## src/rtl/tdm_demux4.sv

```systemverilog
`default_nettype none
// ============================================================================
//  Module   : tdm_demux4
//  Purpose  : Receive end of a 4-channel TDM serial link. Tracks the slot
//             position from a frame-sync marker on slot 0 and rebuilds one
//             WIDTH-bit word per channel, MSB first, publishing all four
//             words together with a one-cycle out_valid pulse.
//  Revision : 1.0  initial release
// ============================================================================
module tdm_demux4 #(
  parameter int WIDTH = 8
) (
  input  logic             clk,
  input  logic             rst_n,
  input  logic             din,
  input  logic             din_valid,
  input  logic             frame_sync,
  output logic [WIDTH-1:0] ch0_data,
  output logic [WIDTH-1:0] ch1_data,
  output logic [WIDTH-1:0] ch2_data,
  output logic [WIDTH-1:0] ch3_data,
  output logic             out_valid,
  output logic             sync_err,
  output logic             locked
);

  localparam int               C_BCW      = $clog2(WIDTH);
  localparam logic [C_BCW-1:0] C_LAST_BIT = C_BCW'(WIDTH - 1);

  typedef enum logic [0:0] {
    HUNT = 1'b0,
    SYNC = 1'b1
  } state_t;

  state_t           state_q;
  logic [1:0]       slot_q;
  logic [C_BCW-1:0] bit_q;
  logic [WIDTH-1:0] sr_q  [4];
  logic [WIDTH-1:0] ch_q  [4];
  logic             out_valid_q;
  logic             sync_err_q;

  // Each channel's shift register with the current serial bit appended
  logic [WIDTH-1:0] w_shift [4];

  generate
    for (genvar k = 0; k < 4; k++) begin : g_shift
      assign w_shift[k] = {sr_q[k][WIDTH-2:0], din};
    end
  endgenerate

  // Slot tracking FSM, per-channel deserialisation and word publication
  always_ff @(posedge clk or negedge rst_n) begin
    if (!rst_n) begin
      state_q     <= HUNT;
      slot_q      <= 2'd0;
      bit_q       <= '0;
      out_valid_q <= 1'b0;
      sync_err_q  <= 1'b0;
      for (int k = 0; k < 4; k++) begin
        sr_q[k] <= '0;
        ch_q[k] <= '0;
      end
    end else begin
      // Pulses last exactly one cycle unless re-asserted below
      out_valid_q <= 1'b0;
      sync_err_q  <= 1'b0;
      if (din_valid) begin
        case (state_q)
          HUNT: begin
            // Shift registers are already clear here, so this loads bit 0
            if (frame_sync) begin
              sr_q[0] <= w_shift[0];
              slot_q  <= 2'd1;
              bit_q   <= '0;
              state_q <= SYNC;
            end
          end

          SYNC: begin
            if ((slot_q == 2'd0) && !frame_sync) begin
              // Missing sync: drop the partial word and fall back to hunting
              sync_err_q <= 1'b1;
              for (int k = 0; k < 4; k++) sr_q[k] <= '0;
              bit_q   <= '0;
              slot_q  <= 2'd0;
              state_q <= HUNT;
            end else if ((slot_q != 2'd0) && frame_sync) begin
              // Early sync: drop the partial word, this beat restarts a word
              sync_err_q <= 1'b1;
              for (int k = 1; k < 4; k++) sr_q[k] <= '0;
              sr_q[0] <= {{(WIDTH-1){1'b0}}, din};
              bit_q   <= '0;
              slot_q  <= 2'd1;
            end else begin
              sr_q[slot_q] <= w_shift[slot_q];
              slot_q       <= slot_q + 2'd1;
              if (slot_q == 2'd3) begin
                if (bit_q == C_LAST_BIT) begin
                  // Channels 0..2 already hold their final bit; ch3 takes din now
                  ch_q[0]     <= sr_q[0];
                  ch_q[1]     <= sr_q[1];
                  ch_q[2]     <= sr_q[2];
                  ch_q[3]     <= w_shift[3];
                  out_valid_q <= 1'b1;
                  bit_q       <= '0;
                end else begin
                  bit_q <= bit_q + C_BCW'(1);
                end
              end
            end
          end

          default: state_q <= HUNT;
        endcase
      end
    end
  end

  assign ch0_data  = ch_q[0];
  assign ch1_data  = ch_q[1];
  assign ch2_data  = ch_q[2];
  assign ch3_data  = ch_q[3];
  assign out_valid = out_valid_q;
  assign sync_err  = sync_err_q;
  assign locked    = (state_q == SYNC);

endmodule
`default_nettype wire

```

## config.mk

```make
export PLATFORM = sky130hd
export DESIGN_NAME = tdm_demux4
export DESIGN_NICKNAME = d
export VERILOG_FILES = /design/src/rtl/tdm_demux4.sv
export SDC_FILE = /design/constraint.sdc
export NUM_CORES = 1
export LEC_CHECK = 0
export ABC_AREA = 1
export CORE_UTILIZATION = 55
export CTS_CLUSTER_DIAMETER = 30
export DETAILED_ROUTE_END_ITERATION = 10
export PLACE_DENSITY = 0.78
export SLEW_MARGIN = 20
export SYNTH_ARGS = -nofsm -noshare
export SYNTH_HDL_FRONTEND = slang
export SYNTH_SLANG_ARGS = --single-unit
```

## constraint.sdc

```tcl
create_clock -name clk -period 4.7 [get_ports clk]
set_input_delay 0.47 -clock clk [delete_from_list [all_inputs] [get_ports clk]]
set_output_delay 0.47 -clock clk [all_outputs]
set_load 0.005 [all_outputs]
```

==> Word-level counts from Yosys, hierarchy flattened <==
Cells that the tools add are included.
{ "op_classes": {"add_sub_neg": 2, "muxes": 33, "magnitude_cmp": 2, "mul": 0, "reduce_logical": 10, "div": 0, "bitwise_logic": 4, "shifts": 0, "n_eq_ne": 4} }
{ "op_table": {"columns": ["cell", "count"], "rows": [
  ["32-bit two-way mux", 2],
  ["32-bit bitwise mux", 1],
  ["8-bit two-way mux", 4],
  ["8-bit binary-select mux with 2-bit select", 1],
  ["8-bit demux with 2-bit select", 1],
  ["8-bit one-hot mux with 2 select lines", 1],
  ["3-bit two-way mux", 5],
  ["1-bit two-way mux", 12],
  ["2-bit two-way mux", 3],
  ["3-bit one-hot mux with 2 select lines", 1],
  ["6-bit AND reduction", 1],
  ["4-bit by 1-bit inequality test with 1-bit output, second input constant", 1],
  ["2-bit one-hot mux with 2 select lines", 1],
  ["2-bit AND reduction", 2],
  ["3-bit by 1-bit adder with 3-bit output, second input constant", 1],
  ["3-bit == test, second input constant", 1],
  ["3-bit greater-or-equal comparator, second input constant", 1],
  ["1-bit logical AND", 3],
  ["3-bit by 1-bit < comparator with 1-bit output, second input constant", 1],
  ["1-bit NOT", 3],
  ["2-bit NOT with 3-bit output", 1],
  ["3-bit AND reduction", 1],
  ["2-bit by 1-bit adder with 2-bit output, second input constant", 1],
  ["2-bit == test, second input constant", 1],
  ["5 further kinds", 5]
]} }
{ "totals": {"output_inout_bits": 35, "mem_count": 0, "mem_bits_ro": 0, "mem_bits_rw": 0, "latchBits": 0, "register_bits": 72, "inputBits": 5} }

==> Longest topological paths before layout <==
Gate-level depths: netlist of run 1.
{ "logic_depth": {"ltp_word": 9, "mapped_depth": 11} }

==> Worst setup path after synthesis of run 1 <==
Ideal clock, no wire load.
{ "synth_timing": {"kind": "register -> register", "start": "reg slot_q[0]", "end": "reg ch_q (netlist bit ch3_data[0])", "arrival_ns": 1.943, "setup_time_ns": 0.118, "stages_incl_launch_ff": 12, "slack_ns": 2.639, "path_buffers": 3, "synth_period_minus_slack_ns": 2.061, "cell_sequence": "dfrtp_1 > clkbuf_2 > inv_1 > buf_6 > ha_1 > inv_1 > ha_1 > inv_1 > nand4_4 > buf_6 > nand2_1 > o21ai_2"} }
{ "synth_via": {"elab_chain_cells": 4, "word_cells_on_any_way": 8, "classes_between": "eq/ne (1); bitwise (2); reduce/logical (5)"} }
{ "synth_lines": {"columns": ["item", "line_no", "rtl"], "rows": [
  ["start: declaration", "36", "logic [1:0] slot_q;"],
  ["start signal: assignment", "97", "slot_q <= slot_q + 2'd1;"],
  ["2-bit nonzero test / 2-bit logical NOT (equally long branches)", "88, 81", null],
  ["1-bit logical AND, on equally long branches", "88, 81", null],
  ["1-bit NOT (no line)", null, null],
  ["6-bit AND reduction (no line) *", null, null],
  ["end: declaration", "39", "logic [WIDTH-1:0] ch_q [4];"]
]} }
Mark *: on every way between the ends. The rest lies on a longest branch, timed or not.
A chain may end at the register's enable or synchronous reset.

==> Final worst setup path of run 1 <==
{ "layout_timing": {"start": "reg slot_q[0]", "end": "reg ch_q (netlist bit ch1_data[6])"} }
The elaborated chain is that of the path after synthesis.

==> results_dict.tcl, run 1 <==
set metrics [dict create \
    switching_share_pct 40.1 \
    clock_path_buffers 2 \
    yosysWarnings 0 \
    grt_usage_pct 23.8 \
    period_share_pct 69.7 \
    synth_seq_cells 71 \
    synth_compound_area_share_pct 15.5 \
    synth_top_area_share_pct 54.5 \
    synthesis.nets 362 \
    max_freq_ghz 0.305 \
    internal-power_mw 1.10 \
    drv_cap 0 \
    synthAdderAreaFrac_pct 3.46 \
    drive_above_1_share_pct 14.0 \
    synth_xor_area_share_pct 0 \
    ios 40 \
    met1_usage_pct 32.4 \
    initialDrtViolationCount 233 \
    final_nets 402 \
    ys_seq_area_share_pct 54.5 \
    powerDensity_mw_per_mm2 485 \
    chipWidth_um 79.0 \
    async_reset_ff_share_pct 100 \
    p_seq_share_pct 45.3 \
    synth_top_family_by_area "simple AND/OR/NAND/NOR gates" \
    cts_setup_buffers 0 \
    initial_core_util_pct 58.1 \
    ctsResizeCount 0 \
    path_max_fanout 64 \
    grt_util_met2_pct 37.1 \
    status "completed" \
    port_buffers 39 \
    clk_pin_slew_ps 70 \
    routed_wl_um 6540 \
    area_delta_synth_final_pct 16.7 \
    cts_tree "built" \
    setup_viol 0 \
    synth_flop_cell "dfrtp_1" \
    gr-usage-met3_pct 5.29 \
    grt_max_degree 72 \
    cp-end-kind "flip-flop" \
    antenna_cells 0 \
    clock_power_share_pct 22.2 \
    arrival_ps 3480 \
    fin_skew_ps 5.04 \
    std_cell_rows 27 \
    p_sw_uw 738 \
    synth_area_leaders "dfrtp_1 (55%), nand2_1 (8.8%), o21ai_2 (8.3%)" \
    synth_cell_types 23 \
    overflow 0 \
    fin_crit_ps 3280 \
    first_global_vias 2451 \
    leakage_nw 1.73 \
    ys_top_cells_by_count "nand2_1 (76), dfrtp_1 (71), inv_1 (41)" \
    combPwrFrac_pct 32.4 \
    relSlewSlack_pct 31.2 \
    die_y_um 79.0 \
    routed_via_density 5.37 \
    cts_root_buf "clkbuf_8" \
    grt_pass1_wl_um 11300 \
    htreeDepth 3 \
    grt-busiest-layer "met2" \
    r2r_slack_ps 1420 \
    dp_hpwl_um 4670 \
    yosysMostFrequentCell "nand2_1" \
    synthSimpleGateAreaFrac_pct 18.4 \
    critPathKind "reg -> reg" \
    dieArea_mm2 0.00624 \
    power_mw 1.84 \
    hold_buffers 0 \
    antenna_found_initial 0 \
    syn-instance-count 348 \
    worstSetupStartpointType "flip-flop" \
    min_path_type "in -> async" \
    clock-sinks 71 \
    core_mm2 0.00561 \
    syn_avg_cell_area_um2 9.36 \
    rsz0062_at_grt "false" \
    worstMarginPinSlew_ps 1030 \
    hold_viol_final 0 \
    vias 2498 \
    ir_drop_v 0.000402 \
    place_congestion 0.908 \
    worstPathRequired_ps 4900 \
    cts_made_buffers 9 \
    yosys-mux-area-fraction_pct 0 \
    drtPass1Iterations 6 \
    setup-tns-final_ps 0 \
    ant_nets 0 \
    wire_per_inst_um 14.1 \
    synth_area_leader_cell "dfrtp_1" \
    maxSlewViolCount 0 \
    clk_latency_ps 340 \
    netlist_area_mm2 0.00326 \
    drc 0 \
    synth_edf_count 0 \
]
cell usage in the layout, fill, tap and decap left out, types with 2 or more instances in the layout:
master,count
clkbuf_8,9
o21ai_2,31
o22ai_1,22
o21ai_0,8
nand3_1,26
dfrtp_1,71
clkdlybuf4s50_1,38
nor2_1,30
nand2_1,76
a21oi_1,8
nand2_2,3
clkbuf_1,3
inv_1,41
ha_1,9
clkinv_2,4
nand4_1,2
o21ai_1,2
nor2_2,3
power by group through the flow:
stage	registers [mW]	logic [mW]	clock network [mW]
floorplan	0.787	0.485	0
global placement	0.841	0.574	0
detailed placement	0.845	0.594	0
CTS	0.833	0.597	0.414
global route	0.849	0.677	0.440
finish	0.835	0.598	0.410
path summary, 6_finish.rpt:
check                                 start     endpoint  cells past startpoint
worst max-delay path              slot_q[0]  ch1_data[6]                      8
worst min register to register  ch1_data[1]  ch1_data[1]                      2
worst max register to register    slot_q[0]  ch1_data[6]                      8
worst min-delay path                  rst_n  ch3_data[2]                      2
max in group asynchronous             rst_n     bit_q[1]                      2
min in group clk                ch1_data[1]  ch1_data[1]                      2
layout make-up:
cell class | count | area [µm²]
well taps | 72 | 90.1
clock buffers | 12 | 135
fillers | 460 | 1810
multi-input cells | 222 | 1220
flip-flops and latches | 71 | 1780
clock inverters | 4 | 22.5
inverters | 44 | 166
repair buffers | 40 | 393
stage by stage:
| step | utilization, % | worst slack [ps] | cells | area, µm² | hold WS [ps] |
|---|---|---|---|---|---|
| final | 67.8 | 1420 | 465 | 3800 | 319 |
| after global routing | 67.8 | 1000 | 465 | 3800 | 397 |
| after CTS | 67.8 | 1390 | 465 | 3800 | 346 |
| after detailed placement | 65.0 | 1420 | 449 | 3640 | 468 |
| after global placement | 65.0 | 1590 | 449 | 3640 | 466 |
| after floorplan | - | 2640 | 348 | 3260 | 174 |
metal layers:
metal	routed length, µm	vias up
met5	0	-
met4	128	0
met3	330	17
met2	3140	79
met1	2950	1182
li1	-	1220
cell families (layout without fill, tap and decap cells):
| kind of cell | after synthesis | after routing |
|---|---|---|
| AOI/OAI and AO/OA | 72 | 72 |
| adders and majority gates | 9 | 9 |
| buffers and inverters | 55 | 100 |
| DFF | 71 | 71 |
| and+or+nand+nor | 141 | 141 |
sequential cells by signal, indices dropped and copies added, names as in the netlist:
register,flops
sync_err,1
out_valid,1
sr_q,31
bit_q,3
ch0_data,8
ch3_data,8
slot_q,2
locked,1
ch1_data,8
ch2_data,8
worst max-delay path, cell delays in order (launching register included):
cell and delay [ps]:
dfrtp_1 670, inv_1 380, ha_1 340, inv_1 120, ha_1 280, inv_1 120, nand4_4 770, nand2_1 320
o21ai_2 80
(Power assumes the default switching activity.)
==> run 2: changes to the inputs <==
Clock period 4.7 ns to 3.3 ns, I/O delays scaled along.
==> run 2 against run 1 <==
Die area unchanged. Cell count up 0.65%. Design area up 3.3%. Largest cell class unchanged. Highest routed layer unchanged.
==> results_dict.tcl, run 2 (synthesized netlist as in run 1, its figures left out) <==
set metrics [dict create \
    status "completed" \
    wire_per_inst_um 14.3 \
    initial_core_util_pct 58.1 \
    cts_setup_buffers 0 \
    hold_viol_final 0 \
    grt_usage_pct 24.2 \
    path_buf_inv 1 \
    overflow 0 \
    rsz0062_at_grt "false" \
    setup-tns-final_ps 0 \
    setup_viol 0 \
    cts_root_buf "clkbuf_8" \
    dieArea_mm2 0.00624 \
    drive_above_1_share_pct 15.2 \
    dp_hpwl_um 4730 \
    final_common_cell "nand2_1" \
    std_cell_rows 27 \
    path_max_fanout 10 \
    regMostFlops "sr_q" \
    setup_ws_ps 897 \
    routed_via_density 5.43 \
    cts_made_buffers 9 \
    hold_buffers 0 \
    power_mw 2.91 \
    cp-end-kind "flip-flop" \
    clock-sinks 71 \
    fin_skew_ps 5.12 \
    antenna_found_initial 0 \
    place_congestion 0.955 \
    worstSetupStartpointType "flip-flop" \
    largest_reg_flops 31 \
    initialDrtViolationCount 186 \
    worstPathRequired_ps 3570 \
    final_cell_mix "nand2_1 (76), dfrtp_1 (71), inv_1 (41)" \
    drtPass1Iterations 4 \
    drc 0 \
    maxSlewViolCount 0 \
    path_cells "clkinv_1 > ha_1 > ha_1 > nor2_2 > nand2_1 > nor2_2 > nand3_1 > a21oi_1" \
    worstMarginPinSlew_ps 871 \
    first_global_vias 2457 \
    critPathKind "reg -> reg" \
    cpPeakStageDelay_ps 520 \
    arrival_ps 2680 \
    die_y_um 79.0 \
    ios 40 \
    area_delta_synth_final_pct 20.5 \
    grt_pass1_wl_um 11300 \
    crit_family "simple AND/OR/NAND/NOR gates" \
    final_nets 405 \
    leakage_nw 1.78 \
    drv_cap 0 \
    min_path_type "in -> async" \
    powerDensity_mw_per_mm2 740 \
    cts_tree "built" \
    clk_latency_ps 340 \
    core_mm2 0.00561 \
    fin_crit_ps 2400 \
    max_freq_ghz 0.416 \
    pre_cts_slack_ps 965 \
    relSlewSlack_pct 42.0 \
    htreeDepth 3 \
    clk_pin_slew_ps 80 \
    grt_max_degree 72 \
    routed_wl_um 6700 \
    ant_nets 0 \
    clock_path_buffers 2 \
    port_buffers 39 \
    period_share_pct 72.8 \
    cp_slowest_cell "dfrtp_1" \
    ir_drop_v 0.000432 \
    antenna_cells 0 \
    ctsResizeCount 0 \
    chipWidth_um 79.0 \
    vias 2542 \
]
-- run 2: changes by cell type in the layout (fill, tap and decap cells not counted) --
cell,previous run,this run
bufinv_16,0,3
clkinv_2,4,1
clkinvlp_4,1,2
buf_12,0,1
clkbuf_8,9,10
buf_4,1,3
clkbuf_1,3,1
-- run 2: path summary, 6_finish.rpt --
check,from,end,slack (ps),depth (start not counted)
setup / recovery,slot_q[1],sr_q[28],900,8
hold / removal,rst_n,ch3_data[2],190,2
min in group clk,ch0_data[0],ch0_data[0],480,2
setup reg to reg,slot_q[1],sr_q[28],900,8
max in group asynchronous,rst_n,ch0_data[2],2550,2
hold reg to reg,ch0_data[0],ch0_data[0],480,2
-- run 2: cell type report --
type	instances	area (µm²)
Timing Repair Buffer	43	428
Multi-Input combinational cell	222	1220
Sequential cell	71	1780
Tap cell	72	90.1
Fill cell	455	1680
Clock inverter	5	105
Clock buffer	11	141
Inverter	44	166
-- run 2: power breakdown --
group | internal [mW] | total (mW) | switching (mW)
logic | 0.283 | 0.876 | 0.593
clock network | 0.523 | 0.849 | 0.326
registers | 1.03 | 1.18 | 0.152
-- run 2: stage by stage --
stage                     util, %  hold slack, ps  cells  instance area (µm²)
final                        70.0             194    468                 3930
after global routing         70.0             271    468                 3930
after CTS                    70.0             219    468                 3930
after detailed placement     65.6             468    452                 3680
after global placement       65.6             466    452                 3680
after floorplan                 -            34.4    348                 3260
-- run 2: routing by layer --
layer	vias to the layer above	wire, µm	part of all wire, %	global-route usage (%)
met2	77	3230	48	38.4
met3	16	342	5.1	7.24
met5	-	0	0	0
li1	1232	-	-	-
met1	1217	2950	44	30.7
met4	0	171	2.6	10.4
